## config.mk

```make
export PLATFORM = sky130hd
export DESIGN_NAME = race_timer_ctrl_flat
export DESIGN_NICKNAME = d
export VERILOG_FILES = /design/src/rtl/race_timer_if.sv /design/src/rtl/race_timer_ctrl.sv /design/src/flat_wrapper.sv
export SDC_FILE = /design/constraint.sdc
export NUM_CORES = 1
export LEC_CHECK = 0
export CORE_AREA = 2 2 76 78
export CTS_CLUSTER_SIZE = 28
export DETAILED_ROUTE_END_ITERATION = 12
export DIE_AREA = 0 0 78 80
export PLACE_DENSITY = 0.76
export SYNTH_ARGS = -nofsm -noshare
export SYNTH_HDL_FRONTEND = slang
export SYNTH_SLANG_ARGS = --single-unit
```

## constraint.sdc

```tcl
create_clock -name CLOCK_50 -period 5.7 [get_ports CLOCK_50]
set_input_delay 1.71 -clock CLOCK_50 [delete_from_list [all_inputs] [get_ports CLOCK_50]]
set_output_delay 1.71 -clock CLOCK_50 [all_outputs]
set_load 0.02 [all_outputs]
```

## src/rtl/race_timer_if.sv

```systemverilog
// Command and display bundle between the game FSM (master) and the
// two-digit race timer controller (slave).
interface race_timer_if;
  logic       start;
  logic       pause;
  logic       clear;
  logic [1:0] rate;
  logic       down;
  logic [3:0] ones;
  logic [3:0] tens;
  logic       tick;
  logic       running;
  logic       done;

  modport master (
    output start, pause, clear, rate, down,
    input  ones, tens, tick, running, done
  );

  modport slave (
    input  start, pause, clear, rate, down,
    output ones, tens, tick, running, done
  );
endinterface

```

## src/rtl/race_timer_ctrl.sv

```systemverilog
// Two-digit BCD race timer: rate-selectable tick divider plus an
// IDLE/RUN/PAUSED/DONE sequencer that counts up to LIMIT or down to 00.
module race_timer_ctrl #(
  parameter int unsigned CLK_HZ = 50_000_000,
  parameter int unsigned DIV_W  = 28,
  parameter logic [7:0]  LIMIT  = 8'h99
) (
  input  logic         CLOCK_50,
  input  logic         resetn,
  race_timer_if.slave  io_bus
);

  typedef enum logic [1:0] {
    StIdle   = 2'd0,
    StRun    = 2'd1,
    StPaused = 2'd2,
    StDone   = 2'd3
  } state_e;

  localparam logic [DIV_W-1:0] DivMaxHalf = DIV_W'(CLK_HZ / 2 - 1);
  localparam logic [DIV_W-1:0] DivMaxOne  = DIV_W'(CLK_HZ - 1);
  localparam logic [DIV_W-1:0] DivMaxTwo  = DIV_W'(2 * CLK_HZ - 1);

  state_e           r_state;
  state_e           w_state_next;
  logic [DIV_W-1:0] r_div;
  logic [DIV_W-1:0] w_div_next;
  logic [DIV_W-1:0] w_div_max;
  logic [3:0]       r_ones;
  logic [3:0]       r_tens;
  logic [3:0]       w_ones_next;
  logic [3:0]       w_tens_next;
  logic [3:0]       w_step_ones;
  logic [3:0]       w_step_tens;
  logic             r_tick;
  logic             r_dir;
  logic             w_dir_next;
  logic [1:0]       r_rate_prev;
  logic [7:0]       w_preset_in;
  logic [7:0]       w_preset_dir;
  logic [7:0]       w_target;
  logic             w_at_target;
  logic             w_step_hit;
  logic             w_rate_chg;
  logic             w_run_go;
  logic             w_fire;
  logic             w_running;
  logic             w_done;

  // Terminal divider value for the selected tick period
  always_comb begin
    case (io_bus.rate)
      2'b00:   w_div_max = '0;
      2'b01:   w_div_max = DivMaxHalf;
      2'b10:   w_div_max = DivMaxOne;
      default: w_div_max = DivMaxTwo;
    endcase
  end

  always_comb begin
    w_preset_in  = io_bus.down ? LIMIT : 8'h00;
    w_preset_dir = r_dir ? LIMIT : 8'h00;
    w_target     = r_dir ? 8'h00 : LIMIT;
    w_at_target  = ({r_tens, r_ones} == w_target);
    w_rate_chg   = (io_bus.rate != r_rate_prev);
    // start outranks pause, so a held start keeps the count going
    w_run_go     = (r_state == StRun) && !io_bus.clear && (io_bus.start || !io_bus.pause);
    w_fire       = w_run_go && !w_rate_chg && (r_div == w_div_max);
  end

  // BCD increment/decrement; digit wraps keep both nibbles within 0-9
  always_comb begin
    w_step_ones = r_ones;
    w_step_tens = r_tens;
    if (!r_dir) begin
      if (r_ones >= 4'd9) begin
        w_step_ones = 4'd0;
        w_step_tens = (r_tens >= 4'd9) ? 4'd0 : r_tens + 4'd1;
      end else begin
        w_step_ones = r_ones + 4'd1;
      end
    end else begin
      if (r_ones == 4'd0) begin
        w_step_ones = 4'd9;
        w_step_tens = (r_tens == 4'd0) ? 4'd9 : r_tens - 4'd1;
      end else begin
        w_step_ones = r_ones - 4'd1;
      end
    end
    w_step_hit = ({w_step_tens, w_step_ones} == w_target);
  end

  // State register
  always_ff @(posedge CLOCK_50 or negedge resetn) begin
    if (!resetn) begin
      r_state <= StIdle;
    end else begin
      r_state <= w_state_next;
    end
  end

  // Next-state logic
  always_comb begin
    w_state_next = r_state;
    if (io_bus.clear) begin
      w_state_next = StIdle;
    end else begin
      case (r_state)
        StIdle: begin
          if (io_bus.start) w_state_next = StRun;
        end
        StRun: begin
          if (!io_bus.start && io_bus.pause) begin
            w_state_next = StPaused;
          end else if (w_fire && (w_at_target || w_step_hit)) begin
            w_state_next = StDone;
          end
        end
        StPaused: begin
          if (io_bus.start) w_state_next = StRun;
        end
        StDone: begin
          if (io_bus.start) w_state_next = StRun;
        end
        default: w_state_next = StIdle;
      endcase
    end
  end

  // Output decode from the state register
  always_comb begin
    w_running = (r_state == StRun);
    w_done    = (r_state == StDone);
  end

  // Divider, digit and direction next-state
  always_comb begin
    w_div_next  = r_div;
    w_ones_next = r_ones;
    w_tens_next = r_tens;
    w_dir_next  = r_dir;
    if (io_bus.clear || (r_state == StIdle)) begin
      w_div_next                 = '0;
      {w_tens_next, w_ones_next} = w_preset_in;
      w_dir_next                 = io_bus.down;
    end else if (r_state == StDone) begin
      w_div_next = '0;
      if (io_bus.start) {w_tens_next, w_ones_next} = w_preset_dir;
    end else if (w_rate_chg) begin
      w_div_next = '0;
    end else if (w_fire) begin
      w_div_next = '0;
      // A preset already equal to the target finishes without stepping
      if (!w_at_target) {w_tens_next, w_ones_next} = {w_step_tens, w_step_ones};
    end else if (w_run_go) begin
      w_div_next = r_div + DIV_W'(1);
    end
  end

  always_ff @(posedge CLOCK_50 or negedge resetn) begin
    if (!resetn) begin
      r_div       <= '0;
      r_ones      <= 4'd0;
      r_tens      <= 4'd0;
      r_tick      <= 1'b0;
      r_dir       <= 1'b0;
      r_rate_prev <= 2'b00;
    end else begin
      r_div       <= w_div_next;
      r_ones      <= w_ones_next;
      r_tens      <= w_tens_next;
      r_tick      <= w_fire;
      r_dir       <= w_dir_next;
      r_rate_prev <= io_bus.rate;
    end
  end

  assign io_bus.ones    = r_ones;
  assign io_bus.tens    = r_tens;
  assign io_bus.tick    = r_tick;
  assign io_bus.running = w_running;
  assign io_bus.done    = w_done;

endmodule

```

## src/flat_wrapper.sv

```systemverilog
// flat-port wrapper written by rule: the top's interface ports become plain ports
module race_timer_ctrl_flat 
#(
  parameter int unsigned CLK_HZ = 50_000_000,
  parameter int unsigned DIV_W  = 28,
  parameter logic [7:0]  LIMIT  = 8'h99
)
  (CLOCK_50, resetn, io_bus_start, io_bus_pause, io_bus_clear, io_bus_rate, io_bus_down, io_bus_ones, io_bus_tens, io_bus_tick, io_bus_running, io_bus_done);
  race_timer_if io_bus_i ();
  input  logic CLOCK_50;
  input  logic resetn;
  input wire logic [$bits(io_bus_i.start)-1:0] io_bus_start;
  input wire logic [$bits(io_bus_i.pause)-1:0] io_bus_pause;
  input wire logic [$bits(io_bus_i.clear)-1:0] io_bus_clear;
  input wire logic [$bits(io_bus_i.rate)-1:0] io_bus_rate;
  input wire logic [$bits(io_bus_i.down)-1:0] io_bus_down;
  output wire logic [$bits(io_bus_i.ones)-1:0] io_bus_ones;
  output wire logic [$bits(io_bus_i.tens)-1:0] io_bus_tens;
  output wire logic [$bits(io_bus_i.tick)-1:0] io_bus_tick;
  output wire logic [$bits(io_bus_i.running)-1:0] io_bus_running;
  output wire logic [$bits(io_bus_i.done)-1:0] io_bus_done;
  assign io_bus_i.start = io_bus_start;
  assign io_bus_i.pause = io_bus_pause;
  assign io_bus_i.clear = io_bus_clear;
  assign io_bus_i.rate = io_bus_rate;
  assign io_bus_i.down = io_bus_down;
  assign io_bus_ones = io_bus_i.ones;
  assign io_bus_tens = io_bus_i.tens;
  assign io_bus_tick = io_bus_i.tick;
  assign io_bus_running = io_bus_i.running;
  assign io_bus_done = io_bus_i.done;
  race_timer_ctrl #(.CLK_HZ(CLK_HZ), .DIV_W(DIV_W), .LIMIT(LIMIT)) u_core (.CLOCK_50(CLOCK_50), .resetn(resetn), .io_bus(io_bus_i));
endmodule
```

Yosys cells after proc, flatten, opt, wreduce, memory -nomap -nowiden
Cells that the tools add are included.
- add/sub/neg operators: 5
- magnitude comparators: 2
- equal/unequal tests: 14
- mux-type cells: 34
- reduce and logical (&&, ||, !) cells: 22
- operator list (cell ; count):
    $mux 28 ; 5
    $pmux 27 s3 ; 1
    $mux 4 ; 20
    $add 28x1->28 const B ; 1
    $eq 28x27->1 ; 1
    $mux 8 ; 3
    $eq 8x8->1 ; 2
    $add 4x1->4 const B ; 2
    $ge 4x4->1 const B ; 2
    $logic_not 4->1 ; 2
    $mux 2 ; 4
    $sub 4x1->4 const B ; 2
    $eq 2x2->1 const B ; 3
    $logic_and 1x1->1 ; 6
    $ne 3x3->1 const B ; 2
    $reduce_bool 5->1 ; 1
    $eq 2x1->1 const B ; 2
    $logic_not 1->1 ; 4
    $logic_not 2->1 ; 2
    $ne 4x2->1 const B ; 1
    $pmux 2 s2 ; 1
    $reduce_and 4->1 ; 1
    $logic_or 1x1->1 ; 3
    $ne 3x1->1 const B ; 1
    5 further kinds ; 5
- register bits: 42
- input bits: 8
- output and inout bits: 11

Depth between registers and ports, before layout
- depth after elaboration: 11
- mapped depth: 10
- depth with buffers taken out: 9

Least setup slack after synthesis
OpenSTA, ideal clock, no wires.
- path kind: in2reg
- start point: input port io_bus_rate[0]
- end point: register u_core.r_div[12]
- setup time: 0.119 ns
- arrival time: 3.494 ns
- setup slack: 2.087 ns
- stages: 10
- path buffers: 2
- path through: inv_1 ha_1 or3_1 a22oi_1 nand3_1 nor4_4 or4_2 buf_4 buf_4 nor2_1
- cells in the longest elaborated chain, start to end: 8
- elaborated cells between the ends (all ways): 14
- classes of those cells: eq/ne (4); mux (5); reduce/logical (5)
- ends and longest elaborated chain (element ; RTL line ; text):
    start, declared ; flat_wrapper.sv:15 ; input wire logic [$bits(io_bus_i.rate)-1:0] io_bus_rate;
    $eq 2x2->1 (tied with other cells) ; race_timer_ctrl.sv:52 ; case (io_bus.rate)
    $pmux 27 s3 / $logic_not 1->1 (equally long branches) ; race_timer_ctrl.sv:52, race_timer_ctrl.sv:68 ;
    $eq 28x27->1 / $logic_and 1x1->1 (equally long branches) ; race_timer_ctrl.sv:68 ; w_fire = w_run_go && !w_rate_chg && (r_div == w_div_max);
    $logic_and 1x1->1 * ; race_timer_ctrl.sv:68 ;
    named net u_core.w_fire ; race_timer_ctrl.sv:46 ; logic w_fire;
    $mux 28 ; race_timer_ctrl.sv:151 ; end else if (w_fire) begin
    $mux 28 ; race_timer_ctrl.sv:149 ; end else if (w_rate_chg) begin
    $mux 28 ; race_timer_ctrl.sv:146 ; end else if (r_state == StDone) begin
    $mux 28 ; race_timer_ctrl.sv:142 ; if (io_bus.clear || (r_state == StIdle)) begin
    end signal, assigned ; race_timer_ctrl.sv:169 ; r_div <= w_div_next;
    end, declared ; race_timer_ctrl.sv:26 ; logic [DIV_W-1:0] r_div;
The timed path passes the listed nets; every way through them passes the cells marked *.
A chain may end at the register's enable or synchronous reset.

Worst setup path in the final report
- start point: input port io_bus_rate[0]
- end point: register u_core.r_div[8]
The elaborated chain is that of the path after synthesis.

==> results.yml <==
critical_path:
  slowest_delay_ns: 0.60
  slowest_stage: "clkdlybuf4s50_1"
  reg2reg_slack_ns: 2.65
  r2r_end: "u_core.r_state[1]"
  worstPathMaxFanout: 28
  worstPathRequired_ns: 5.89
  r2r_start: "u_core.io_bus.ones[0]"
  worstSetupEndpointType: "flip-flop"
  crit_chain: "clkdlybuf4s50_1 > inv_1 > ha_1 > or3_1 > a22oi_1 > nand3_1 > nor4_4 > or4_2 > a21oi_1 > a21o_1"
  path_class: "in -> reg"
  rr_worst_depth: 9
  arrival_ns: 4.55
  start_kind: "input port"
min_path:
  holdPathStages: 2
  hp-start: "u_core.r_div[22]"
  hp-class: "reg -> reg"
  hold_path_end: "u_core.r_div[22]"
sta:
  rsz0062_at_grt: "false"
  tightest_slew_ns: 0.923
  finalCritPeriodShare_pct: 76.5
  max_freq_mhz: 229
  max_slew_margin_pct: 38.4
  final_hold_viol_count: 0
  finalSetupViolCount: 0
  min_period_ns: 4.36
  clock_skew_ns: 0.00619
  slew_violations: 0
  setup_tns_ns: 0
route:
  drtIter0Drc: 199
  vias_per_cell: 5.92
  vias: 2468
  drc: 0
  wl_per_cell_um: 15.0
  drtPass1Iterations: 4
  wl_um: 6260
  drtAntennaViolNets: 0
finish:
  ff_latch_area_um2: 1050
  multi_input_area_um2: 1700
  n_antenna_cell: 0
  nets: 366
  fill_cells: 501
  syn_to_final_growth_pct: 9.47
  final_util_pct: 58.4
  drive_above_1_share_pct: 6.67
global_routing:
  antenna_found_initial: 0
  grt_pass1_wl_um: 11100
  grt_remaining_overflow: 0
  grt_start_max_net_pins: 43
  track_usage_pct: 21.9
  grt_pass1_vias: 2306
yosys:
  async_reset_ff_share_pct: 100
  synthDistinctLibCells: 54
  avgSynthCellArea_um2: 8.58
  yosysWarnings: 0
  synth_fp_nets: 356
  syn_area_um2: 2880
  synth-main-ff-cell: "dfrtp_1"
  yosysSeqAreaShare_pct: 36.5
  synthCells: 336
  synth_edf_count: 0
  synth_seq_cells: 42
clock_tree:
  post_cts_buffers: 0
  cts_hold_buffers: 0
  clk_pin_slew_ns: 0.07
  cts_buffers: 5
  htreeDepth: 2
  cts_tree: "yes"
  clock_sinks: 42
  cts_resized: 0
  clkLatencyLatePin_ns: 0.29
  clockBufferDepth: 2
  root_buffer: "clkbuf_8"
power_and_ir_drop:
  pwr-share-clk_pct: 27.1
  vdd_drop_max_mv: 0.148
  intPower_w: 0.000470
  power_frac_comb_pct: 24.1
  switchingPower_w: 0.000211
  switching_share_pct: 31.0
  power_frac_seq_pct: 48.8
  fin_total_pwr_w: 0.000682
  p_leak_nw: 1.22
  power_density_nw_per_um2: 216
place:
  port_buffers: 18
  gp_congestion: 0.858
  hpwl_um: 4450
outcome:
  outcome: "complete, no violations"
floorplanning:
  core_area_um2: 5410
  die_y_um: 80
  start_util_pct: 53.3
  die_w_um: 78
  die-area_um2: 6240
  placementRows: 27
  ios: 19
run:
  cap_viol_max_count: 0
==> worst max-delay path: cells and delay by family <==
kind	cells	cell delay, ns
AOI/OAI and AO/OA	3	0.44
buffers and inverters	2	0.70
and+or+nand+nor	4	1.43
adders and majority gates	1	0.27
==> worst max-delay path by stage <==
stage                              start               end  slack, ns  depth (start not counted)
final                     io_bus_rate[0]   u_core.r_div[8]       1.34                         10
after global routing      io_bus_rate[0]   u_core.r_div[8]       1.12                         10
after detailed placement  io_bus_rate[0]   u_core.r_div[8]       1.05                         10
after CTS                 io_bus_rate[0]   u_core.r_div[8]       1.35                         10
after global placement    io_bus_rate[0]   u_core.r_div[8]       1.09                         10
after floorplan           io_bus_rate[0]  u_core.r_div[12]       2.09                         10
==> power groups by stage <==
stage	clock network, W	logic [W]	registers (W)
2_1_floorplan	0	0.000122	0.000329
3_3_place_gp	0	0.000161	0.000337
3_5_place_dp	0	0.000162	0.000338
4_1_cts	0.000190	0.000163	0.000332
5_1_grt	0.000203	0.000182	0.000336
6_report	0.000185	0.000164	0.000333
==> sequential cells by signal, indices dropped and copies added (netlist names) <==
name / count
u_core.io_bus.tick: 1
u_core.r_rate_prev: 2
u_core.io_bus.ones: 4
u_core.r_div: 28
u_core.r_state: 2
u_core.r_dir: 1
u_core.io_bus.tens: 4
==> placed cells by master, fill, tap and decap left out, drive strengths merged, types with 13 or more instances in the layout <==
master,instances
nand3,14
inv,13
clkdlybuf4s50,17
dfrtp,42
a21oi,20
xnor2,14
nor2,35
nand2,35
==> layout make-up <==
class,instances,share of cell area [%]
multi-input combinational,265,54.0
sequential,42,33.3
tap,72,2.86
timing repair buffer,18,5.55
clock buffer,6,2.62
inverter,14,1.67
==> kinds of logic after synthesis <==
kind of cell / count (synthesis) / share of synthesized area [%]
adder cells (fa/ha/maj): 12 / 5.21
multiplexers: 4 / 1.52
buffers and inverters: 29 / 4.43
AND/OR/NAND/NOR: 156 / 29.0
flip-flops: 42 / 36.5
XOR/XNOR: 24 / 7.29
AO/OA/AOI/OAI: 69 / 16.1
==> synthesized netlist by cell type, drive strengths merged, types with 8 or more instances <==
library cell	number	area, um^2
or3	8	50.1
o21ai	12	60.1
nand3	14	70.1
xor2	10	87.6
ha	12	150
a21oi	20	100
nor4	8	65.1
nand2	35	131
xnor2	14	123
inv	13	48.8
nand4	8	50.1
dfrtp	42	1050
clkbuf	11	41.3
nor3	12	60.1
nor2	35	131
==> per-stage QoR <==
step / hold WS [ns] / setup WS [ns] / cells / area [um^2]
2_1_floorplan: 0.511 / 2.09 / 336 / 2880
3_3_place_gp: 0.546 / 1.09 / 411 / 3070
3_5_place_dp: 0.555 / 1.05 / 411 / 3070
4_1_cts: 0.573 / 1.35 / 417 / 3150
5_1_grt: 0.597 / 1.12 / 417 / 3150
6_report: 0.571 / 1.34 / 417 / 3150
==> per-layer routing <==
metal | vias up | track usage, % | share of wire (%)
met3 | 5 | 3.73 | 5.2
met1 | 1159 | 33.5 | 51
li1 | 1237 | - | -
met4 | 0 | 4.91 | 0.64
met5 | - | 0 | 0
met2 | 67 | 32.2 | 43
Power figures use the tool's default switching activity.
